**src/rtl/button_pkg.sv**
```systemverilog
// Shared types and helpers for the push-button conditioner.
package button_pkg;

  typedef enum logic [1:0] {
    EVT_NONE  = 2'd0,
    EVT_SHORT = 2'd1,
    EVT_LONG  = 2'd2
  } evt_code_t;

  typedef enum logic [1:0] {
    ST_IDLE      = 2'd0,
    ST_PRESSED   = 2'd1,
    ST_LONG_HELD = 2'd2
  } btn_state_t;

  // Convert a duration in milliseconds into a count of clock cycles.
  function automatic int unsigned ms_to_cycles(input int unsigned clk_hz, input int unsigned ms);
    return (clk_hz / 32'd1000) * ms;
  endfunction

endpackage : button_pkg

```
**src/rtl/button_conditioner_debounce_filter.sv**
```systemverilog
// debounce_filter: 2-FF synchronizer on the active-low pin followed by a
// stability counter that only moves the level after CYCLES agreeing samples.
module debounce_filter #(
  parameter int unsigned CYCLES = 1
) (
  input  logic clk,
  input  logic rst,
  input  logic din_async,
  output logic level
);

  localparam int unsigned CNT_W = $clog2(CYCLES + 1);

  logic             sync1_q;
  logic             sync2_q;
  logic             s_btn;
  logic [CNT_W-1:0] cnt_q;
  logic             level_q;

  // Synchronize the raw pin; reset loads the released value.
  always_ff @(posedge clk) begin
    if (rst) begin
      sync1_q <= 1'b1;
      sync2_q <= 1'b1;
    end else begin
      sync1_q <= din_async;
      sync2_q <= sync1_q;
    end
  end

  // Active-high synchronized button.
  assign s_btn = ~sync2_q;

  // Count consecutive disagreeing samples; any agreement restarts the count.
  always_ff @(posedge clk) begin
    if (rst) begin
      cnt_q   <= '0;
      level_q <= 1'b0;
    end else if (s_btn == level_q) begin
      cnt_q <= '0;
    end else if (cnt_q == CNT_W'(CYCLES - 1)) begin
      level_q <= s_btn;
      cnt_q   <= '0;
    end else begin
      cnt_q <= cnt_q + CNT_W'(1);
    end
  end

  assign level = level_q;

endmodule : debounce_filter

```
**src/rtl/button_conditioner.sv**
```systemverilog
// button_conditioner: debounced level plus one-cycle press events for the
// pomodoro timer. Build option LONG_PRESS_EN enables the long-press timer
// (SHORT on release, LONG after hold); without it SHORT fires on press.
module button_conditioner
  import button_pkg::*;
#(
  parameter int unsigned CLK_HZ      = 24_000_000,
  parameter int unsigned DEBOUNCE_MS = 20,
  parameter int unsigned LONG_MS     = 1000
) (
  input  logic       clk,
  input  logic       rst,
  input  logic       button_n,
  output logic       btn_level,
  output logic       evt_valid,
  output logic [1:0] evt_code
);

  localparam int unsigned DB_CYCLES = ms_to_cycles(CLK_HZ, DEBOUNCE_MS);
  localparam int unsigned LG_CYCLES = ms_to_cycles(CLK_HZ, LONG_MS);

  // Cycle counts that truncate to zero would make the counters meaningless.
  if (DB_CYCLES == 0 || LG_CYCLES == 0) begin : g_bad_cfg
    $error("button_conditioner: DB_CYCLES and LG_CYCLES must be at least 1");
  end

  logic       level_w;
  logic       level_prev_q;
  logic       rise_c;
  logic       fall_c;
  btn_state_t state_q;
  logic       evt_valid_q;
  evt_code_t  evt_code_q;

  debounce_filter #(
    .CYCLES(DB_CYCLES)
  ) u_debounce (
    .clk      (clk),
    .rst      (rst),
    .din_async(button_n),
    .level    (level_w)
  );

  // Edges of the debounced level, seen one cycle after the level moves.
  assign rise_c = level_w & ~level_prev_q;
  assign fall_c = ~level_w & level_prev_q;

`ifdef LONG_PRESS_EN
  localparam int unsigned HOLD_W = $clog2(LG_CYCLES + 1);

  logic [HOLD_W-1:0] hold_q;

  // Press FSM with hold timer; release before the timer expires is SHORT.
  always_ff @(posedge clk) begin
    if (rst) begin
      level_prev_q <= 1'b0;
      state_q      <= ST_IDLE;
      hold_q       <= '0;
      evt_valid_q  <= 1'b0;
      evt_code_q   <= EVT_NONE;
    end else begin
      level_prev_q <= level_w;
      evt_valid_q  <= 1'b0;
      evt_code_q   <= EVT_NONE;
      case (state_q)
        ST_IDLE: begin
          if (rise_c) begin
            state_q <= ST_PRESSED;
            hold_q  <= '0;
          end
        end
        ST_PRESSED: begin
          // Release wins over timer expiry in the same cycle.
          if (fall_c) begin
            state_q     <= ST_IDLE;
            evt_valid_q <= 1'b1;
            evt_code_q  <= EVT_SHORT;
          end else if (hold_q == HOLD_W'(LG_CYCLES - 1)) begin
            state_q     <= ST_LONG_HELD;
            evt_valid_q <= 1'b1;
            evt_code_q  <= EVT_LONG;
          end else begin
            hold_q <= hold_q + HOLD_W'(1);
          end
        end
        ST_LONG_HELD: begin
          // LONG already reported for this press; release is silent.
          if (fall_c) begin
            state_q <= ST_IDLE;
          end
        end
        default: begin
          state_q <= ST_IDLE;
        end
      endcase
    end
  end
`else
  // Press FSM without hold timer; SHORT is reported as soon as the press settles.
  always_ff @(posedge clk) begin
    if (rst) begin
      level_prev_q <= 1'b0;
      state_q      <= ST_IDLE;
      evt_valid_q  <= 1'b0;
      evt_code_q   <= EVT_NONE;
    end else begin
      level_prev_q <= level_w;
      evt_valid_q  <= 1'b0;
      evt_code_q   <= EVT_NONE;
      case (state_q)
        ST_IDLE: begin
          if (rise_c) begin
            state_q     <= ST_PRESSED;
            evt_valid_q <= 1'b1;
            evt_code_q  <= EVT_SHORT;
          end
        end
        ST_PRESSED: begin
          if (fall_c) begin
            state_q <= ST_IDLE;
          end
        end
        default: begin
          state_q <= ST_IDLE;
        end
      endcase
    end
  end
`endif

  assign btn_level = level_w;
  assign evt_valid = evt_valid_q;
  assign evt_code  = evt_code_q;

endmodule : button_conditioner

```
**config.mk**
```make
export PLATFORM = sky130hd
export DESIGN_NAME = button_conditioner
export DESIGN_NICKNAME = d
export VERILOG_FILES = /design/src/rtl/button_pkg.sv /design/src/rtl/button_conditioner_debounce_filter.sv /design/src/rtl/button_conditioner.sv
export SDC_FILE = /design/constraint.sdc
export NUM_CORES = 1
export LEC_CHECK = 0
export ABC_AREA = 1
export CAP_MARGIN = 0
export CORE_MARGIN = 2
export CORE_UTILIZATION = 41
export DETAILED_ROUTE_END_ITERATION = 12
export DONT_BUFFER_PORTS = 1
export PLACE_DENSITY_LB_ADDON = 0.05
export RECOVER_POWER = 50
export SETUP_SLACK_MARGIN = 0.15
export SYNTH_ARGS = -nofsm -noshare
export SYNTH_HDL_FRONTEND = slang
export SYNTH_SLANG_ARGS = --single-unit
```
**constraint.sdc**
```tcl
create_clock -name clk -period 2.15 [get_ports clk]
set_input_delay 0.215 -clock clk [delete_from_list [all_inputs] [get_ports clk]]
set_output_delay 0.215 -clock clk [all_outputs]
set_load 0.005 [all_outputs]
```
After elaboration in Yosys (flattened, before gate mapping)
Cells that the tools add are included.
Storage, ports and cells
  word-level logic and storage cells: 31
  flip-flop bits (word level): 28
  output and inout bits: 4
  input port bits: 3
Cells by class
  multiplexer cells: 5
  eq/ne operators: 5
  add/sub/neg operators: 1
  reduce and logical (&&, ||, !) cells: 5
  bitwise operators: 7
Operators by type and width (number)
  $add A19 B1 Y19 const B: 1
  $eq A19 B19 Y1 const B: 1
  $not A1 Y1: 5
  $mux W2: 2
  $ne A2 B2 Y1 const B: 2
  $pmux W2 S2: 1
  $reduce_and A2 Y1: 2
  $reduce_or A3 Y1: 1
  $and A1 B1 Y1: 2
  $eq A2 B1 Y1 const B: 1
  $logic_not A2 Y1: 1
  $mux W1: 2
  $reduce_or A2 Y1: 1
  $eq A1 B1 Y1: 1

Longest topological paths before layout
Gate-level depths: netlist of the first run.
  depth in word-level cells: 4
  mapped depth: 9
  gate-level depth less buffers: 9

By module
Synthesis of the first run repeated with hierarchy kept, for this count alone.
Second synthesis, totals
  cell total of the unflattened synthesis: 184
  area total of the unflattened synthesis: 1257.5 µm²
Modules (own cells, without submodules)
  debounce_filter: sequential area each 440.4 µm², cells each 168, area each 1138.6 µm², instances 1
  button_conditioner: sequential area each 60.1 µm², cells each 16, area each 118.9 µm², instances 1

Least setup slack after synthesis of the first run
Ideal clock, no wire load.
  kind: reg2reg
  start point: register u_debounce.cnt_q[0]
  end point: register u_debounce.cnt_q[12]
  setup slack: 0.710 ns
  cell stages (with the launch flop): 8
  required time: 2.036 ns
  data arrival time: 1.326 ns
  setup time: 0.114 ns
  buffers on the path: 1
  period minus slack after synthesis: 1.440 ns
  path through: dfxtp_1 > ha_1 > nand3_2 > nor2_4 > nand2_4 > o21bai_4 > buf_6 > nor2_1
Between the ends
  longest elaborated chain between the ends: 2
  elaborated cells between the ends (all ways): 3
  those cells by class: 1 x add/sub; 1 x eq/ne; 1 x reduce/logical
Ends and longest elaborated chain
  from (decl): RTL line button_conditioner_debounce_filter.sv:17  | logic [CNT_W-1:0] cnt_q;
  from (signal assigned): RTL line button_conditioner_debounce_filter.sv:45  | cnt_q <= cnt_q + CNT_W'(1);
  parallel branches: the longest is 2 deep, another holds $add A19 B1 Y19
Several ways; the timed one is not identified.
A chain may end at the register's enable or synchronous reset.

Worst setup path in the final report of the first run
Same ends and word-level chain as after synthesis.

==> impl_metrics.yaml, run 1 <==
status:
  outcome: "complete, no violations"
die:
  die-area_um2: 3360
  start_util_pct: 43.2
  die_y_um: 57.9
  io-pin-count: 7
  die_x_um: 57.9
  rows: 19
  core_um2: 2760
cts:
  clock_sinks: 25
  h-tree-depth: 1
  clk_latency_ns: 0.32
  post_cts_resized: 0
  ctsHoldBuffers: 2
  clock_path_buffers: 2
  post_cts_buffers: 0
  cts_tree: "done"
  cts-buffers-inserted: 3
  path_clk_slew_ns: 0.13
  root_buffer: "clkbuf_4"
placed_design:
  port_buffers: 0
  gp_congestion: 0.834
  dpl_cell_area_um2: 1200
  dp_hpwl_um: 1690
setup_path:
  worst_ep_arrival_time_ns: 1.98
  crit_start: "u_debounce.cnt_q[0]"
  r2r_end: "u_debounce.cnt_q[12]"
  r2r_start: "u_debounce.cnt_q[0]"
  r2r_slack_ns: 0.38
  rr_worst_depth: 6
  start_kind: "flip-flop"
  crit_type: "reg2reg"
  setup.worst_path.end_class: "flip-flop"
  cp_max_fo: 17
  timing.critical_path.to: "u_debounce.cnt_q[12]"
  worstPathRequired_ns: 2.36
detailed_routing:
  routed_wl_um: 2160
  route.detailed.drc: 0
  ant_nets: 0
  vias: 976
  first_pass_iters: 4
  routedWlPerCell_um: 10.5
  drt_iter0_drc: 28
  vias_per_cell: 4.76
synthesis:
  yosys_register_bits: 25
  synth_top_flop_cell: "dfxtp_1"
  synth_commonest_cells: "nand2_1, nor2_1, dfxtp_1"
  syn_area_um2: 1190
  synth-edff-count: 0
  synthArstFlopShare_pct: 0
  ys_types: 21
  synthTopCellsByArea: "dfxtp_1, nand2_1, nor2_1"
  synth.most_common_cell: "nand2_1"
  ys_warn_count: 0
  postSynthNetCount: 175
  synth.largest_area_cell: "dfxtp_1"
  syn_area_per_cell_um2: 6.97
  synth_top_area_share_pct: 42.0
  ys_seq_area_share_pct: 42.0
  syn_inst: 171
cells_and_area:
  n_antenna_cell: 0
  area_growth_pct: 3.88
  finalInstanceArea_um2: 1240
  layout.nets: 179
  drive_gt1_share_pct: 4.02
timing:
  max_freq_mhz: 565
  fin_crit_ns: 1.77
  hold_viol_final: 0
  finalMaxSlewViolations: 0
  setup_viol: 0
  rsz0062_at_grt: "false"
  fin_skew_ns: 0.00358
  timing.final.crit_share_pct: 82.3
  tns_ns: 0
  whs_ns: 0.0272
global_route:
  track_usage_pct: 15.1
  grt_max_degree: 18
  grt_pass1_wl_um: 3910
  gr-total-overflow: 0
  antenna_found_initial: 0
  grt_pass1_vias: 901
power:
  irDropWorstVdd_mv: 0.439
  total_power_mw: 0.685
  p_per_area_nw_per_um2: 553
  power_leakage_nw: 0.422
min_path:
  hold_class: "in2reg"
job:
  maxCapViolations: 0
through the flow:
step | setup slack [ns] | utilization (%) | std cells
after global placement | 0.564 | 43.7 | 199
after detailed placement | 0.496 | 43.7 | 199
after global routing | 0.238 | 44.9 | 205
final | 0.382 | 44.9 | 205
after CTS | 0.471 | 45.4 | 205
after floorplan | 0.710 | - | 171
worst min-delay path by stage:
stage	startpoint	endpoint	slack, ns	cells after the start
floorplan	rst	evt_code[0]	0.29	1
global placement	rst	level_prev_q	0.29	1
detailed placement	rst	level_prev_q	0.29	1
CTS	rst	u_debounce.level	0.02	3
global route	rst	u_debounce.level	0.04	3
finish	rst	u_debounce.level	0.03	3
metal layers:
metal	up-vias	wire (µm)	track usage [%]
li1	530	-	-
met1	429	1170	21.9
met2	13	907	22.4
met3	4	59	2.23
met4	0	25	5.98
met5	-	0	0
cells in the final DEF (no fill, tap or decap):
master and instances:
conb_1 1, nand2_1 46, nor2_4 1, nand3_1 9
inv_1 19, nand4_1 2, ha_1 1, dfxtp_1 25
or2_2 2, nor2_1 40, clkbuf_4 3, a211oi_1 1
o21ai_0 4, clkbuf_1 1, a21oi_1 6, xnor2_1 3
o21bai_4 1, dlygate4sd3_1 2, xor2_1 6, nor4_1 1
report_power, final:
part           internal [mW]  switching, mW  leakage [nW]  total (mW)
Combinational        0.00559        0.00592         0.206      0.0115
Clock                 0.0726          0.135        0.0150       0.207
Sequential             0.465        0.00133         0.202       0.467
cells by family (layout without fill, tap and decap cells):
| group | after synthesis | after routing | share of synthesized area [%] |
|---|---|---|---|
| AND/OR/NAND/NOR | 101 | 101 | 35.5 |
| AO/OA/AOI/OAI | 12 | 12 | 6.40 |
| flip-flops | 25 | 25 | 42.0 |
| other | 1 | 1 | 0.314 |
| buffers and inverters | 22 | 25 | 8.18 |
| XOR/XNOR | 9 | 9 | 6.61 |
| adder cells (fa/ha/maj) | 1 | 1 | 1.05 |
flip-flops by register name, indices dropped and copies added (netlist names):
signal and count:
level_prev_q 1, u_debounce.cnt_q 19, u_debounce.level 1, u_debounce.sync2_q 1
u_debounce.sync1_q 1, state_q 1, evt_code 1
worst max-delay path, stage by stage (launching register included):
cell	delay, ns
dfxtp_1	0.43
ha_1	0.23
nand3_1	0.18
nor2_4	0.19
nand2_1	0.12
o21bai_4	0.41
nor2_1	0.10
area by class of cell:
type                    count  area [µm²]
inverters                  19        71.3
clock buffers               4        26.3
well taps                  31        38.8
flip-flops and latches     25         500
fillers                   288        1520
multi-input cells         124         582
repair buffers              2        20.0
(Power assumes the default switching activity.)
==> run 2, diff against run 1 <==
Settings changed: ABC_AREA 1 to 0.
Clock period 2.15 ns to 1.6 ns, I/O delays scaled along.
==> run 2 against run 1 <==
  * Wire length shrank 7.4%
  * Clock skew is 0.0013 ns higher
  * Area after synthesis is 7.3% lower
  * Synthesized cell count decreased by 31%
  * Power rose by 35%
  * Largest power group unchanged
  * Hold slack gained 0.078 ns
  * Final cell count decreased by 22%
  * Via count down 14%
  * Critical path depth decreased by 1
  * Largest cell class unchanged
  * Sequential share of layout area is 0.31 points lower
  * Count of clock-buffer cells in the layout fell by 1
==> impl_metrics.yaml, run 2 <==
status:
  outcome: "complete, no violations"
cells_and_area:
  regMostFlops: "u_debounce.cnt_q"
  layout.nets: 135
  largest_reg_flops: 19
  utilization_pct: 50.8
  drive_gt1_share_pct: 33.1
  n_antenna_cell: 0
  final_cell_mix: "nor2_1, dfxtp_1, xor2_1, buf_4, dfxtp_2"
  area_growth_pct: 16.1
  nFillCells: 252
global_route:
  grt_pass1_vias: 861
  grt_pass1_wl_um: 3520
  grt_max_degree: 19
  gr-total-overflow: 0
  track_usage_pct: 14.0
  antenna_found_initial: 0
die:
  io-pin-count: 7
  die_x_um: 55.9
  die-area_um2: 3130
  rows: 18
  start_util_pct: 43.8
  die_y_um: 55.9
  core_um2: 2520
placed_design:
  dp_hpwl_um: 1290
  port_buffers: 0
  gp_congestion: 0.701
synthesis:
  synth.largest_area_cell: "dfxtp_1"
  synth.most_common_cell: "dfxtp_1"
  syn_area_per_cell_um2: 9.36
  ys_types: 36
  ys_seq_area_share_pct: 45.3
  ys_warn_count: 0
  syn_inst: 118
  yosys_register_bits: 25
  synth_commonest_cells: "dfxtp_1, nor2_1, xor2_1"
  postSynthNetCount: 122
  synth_top_flop_cell: "dfxtp_1"
  synth_top_area_share_pct: 45.3
  synthTopCellsByArea: "dfxtp_1, xor2_1, nor2_1"
  synth-edff-count: 0
  synthArstFlopShare_pct: 0
  syn_area_um2: 1100
timing:
  fin_crit_ns: 1.46
  fin_skew_ns: 0.00489
  setup_viol: 0
  tns_ns: 0
  finalMaxSlewViolations: 0
  max_freq_mhz: 687
  timing.final.crit_share_pct: 90.9
  rsz0062_at_grt: "true"
  hold_viol_final: 0
min_path:
  hold_start: "rst"
  hold_end: "u_debounce.level"
  hold_class: "in2reg"
  hold_path_depth: 2
cts:
  h-tree-depth: 1
  path_clk_slew_ns: 0.14
  root_buffer: "clkbuf_4"
  cts_tree: "done"
  clock_path_buffers: 2
  cts-buffers-inserted: 3
  clk_latency_ns: 0.31
  clock_sinks: 25
detailed_routing:
  drt_iter0_drc: 10
  ant_nets: 0
  routed_wl_um: 2000
  route.detailed.drc: 0
  first_pass_iters: 4
  routedWlPerCell_um: 12.5
  vias_per_cell: 5.25
  vias: 840
setup_path:
  r2r_end: "u_debounce.cnt_q[17]"
  worst_ep_arrival_time_ns: 1.71
  setup.worst_path.end_class: "flip-flop"
  crit_buf_inv: 1
  cp_cell_sequence: "and4_1 > buf_6 > nand2_4 > or4_1 > a21oi_1"
  worstPathRequired_ns: 1.85
  rr_worst_depth: 5
  cp_max_fo: 7
  worst-path-stages: 5
  slowest_stage: "or4_1"
  cpLargestDelayFamily: "simple AND/OR/NAND/NOR gates"
  crit_type: "reg2reg"
  critical_path.max_stage_delay_ns: 0.50
  r2r_slack_ns: 0.14
  start_kind: "flip-flop"
  r2r_start: "u_debounce.cnt_q[2]"
power:
  irDropWorstVdd_mv: 0.501
  power_leakage_nw: 0.452
  p_per_area_nw_per_um2: 722
job:
  maxCapViolations: 0
[run 2: worst max-delay path by stage]
stage,startpoint,end,slack [ns]
after floorplan,u_debounce.cnt_q[8],u_debounce.cnt_q[8],0.11
after global placement,u_debounce.cnt_q[2],u_debounce.cnt_q[15],0.07
after detailed placement,u_debounce.cnt_q[2],u_debounce.cnt_q[17],0.06
after CTS,u_debounce.cnt_q[8],u_debounce.cnt_q[2],0.14
after global routing,u_debounce.cnt_q[8],u_debounce.cnt_q[15],0.02
final,u_debounce.cnt_q[2],u_debounce.cnt_q[17],0.14
[run 2: layout make-up]
class / instances / area [µm²] / share of cell area, %
inverters: 2 / 7.51 / 0.585
flip-flops and latches: 25 / 514 / 40.1
well taps: 30 / 37.5 / 2.93
multi-input cells: 84 / 562 / 43.8
clock inverters: 1 / 5.00 / 0.390
repair buffers: 15 / 134 / 10.4
clock buffers: 3 / 22.5 / 1.76
[run 2: power breakdown]
group,switching (mW),internal (mW),total (mW)
clock,0.187,0.0934,0.281
combinational,0.00908,0.00889,0.0180
sequential,0.00132,0.625,0.627
total,0.198,0.728,0.925
[run 2: cells by family (layout without fill, tap and decap cells)]
| group | after synthesis | count (layout) | share of synthesized area, % |
|---|---|---|---|
| xor gates and xnor gates | 12 | 12 | 9.51 |
| adders and majority gates | 1 | 1 | 1.13 |
| buffers and inverters | 9 | 21 | 5.10 |
| other | 1 | 1 | 0.339 |
| DFF | 25 | 25 | 45.3 |
| and+or+nand+nor | 54 | 54 | 28.3 |
| AOI/OAI and AO/OA | 15 | 15 | 9.29 |
| muxes | 1 | 1 | 1.02 |
[run 2: stage by stage]
step	instances	instance area [µm²]	setup WS [ns]	hold slack (ns)	power, mW
final	160	1280	0.145	0.105	0.925
after global routing	160	1280	0.0229	0.0846	0.970
after CTS	160	1280	0.138	0.0657	0.942
after detailed placement	148	1160	0.0623	0.233	0.654
after global placement	148	1160	0.0739	0.233	0.653
after floorplan	118	1110	0.113	0.229	0.651
[run 2: layer usage]
| metal | track usage, % | up-vias | wire, µm |
|---|---|---|---|
| li1 | - | 429 | - |
| met1 | 16.0 | 396 | 930 |
| met2 | 25.9 | 13 | 991 |
| met3 | 3.02 | 2 | 63 |
| met4 | 4.08 | 0 | 15 |
| met5 | 0 | - | 0 |
[run 2: worst reg2reg max path: stages (launching register included)]
cell     delay, ns
dfxtp_2       0.35
and4_1        0.20
buf_6         0.14
nand2_4       0.07
or4_1         0.50
a21oi_1       0.14
[run 2: what timing repair did]
action,in CTS,in global routing
resized for setup,9,5
setup endpoints to repair,19,19
buffers inserted,6,0
pin swaps,3,1
hold buffers,2,0
endpoints found under the hold margin,5,0
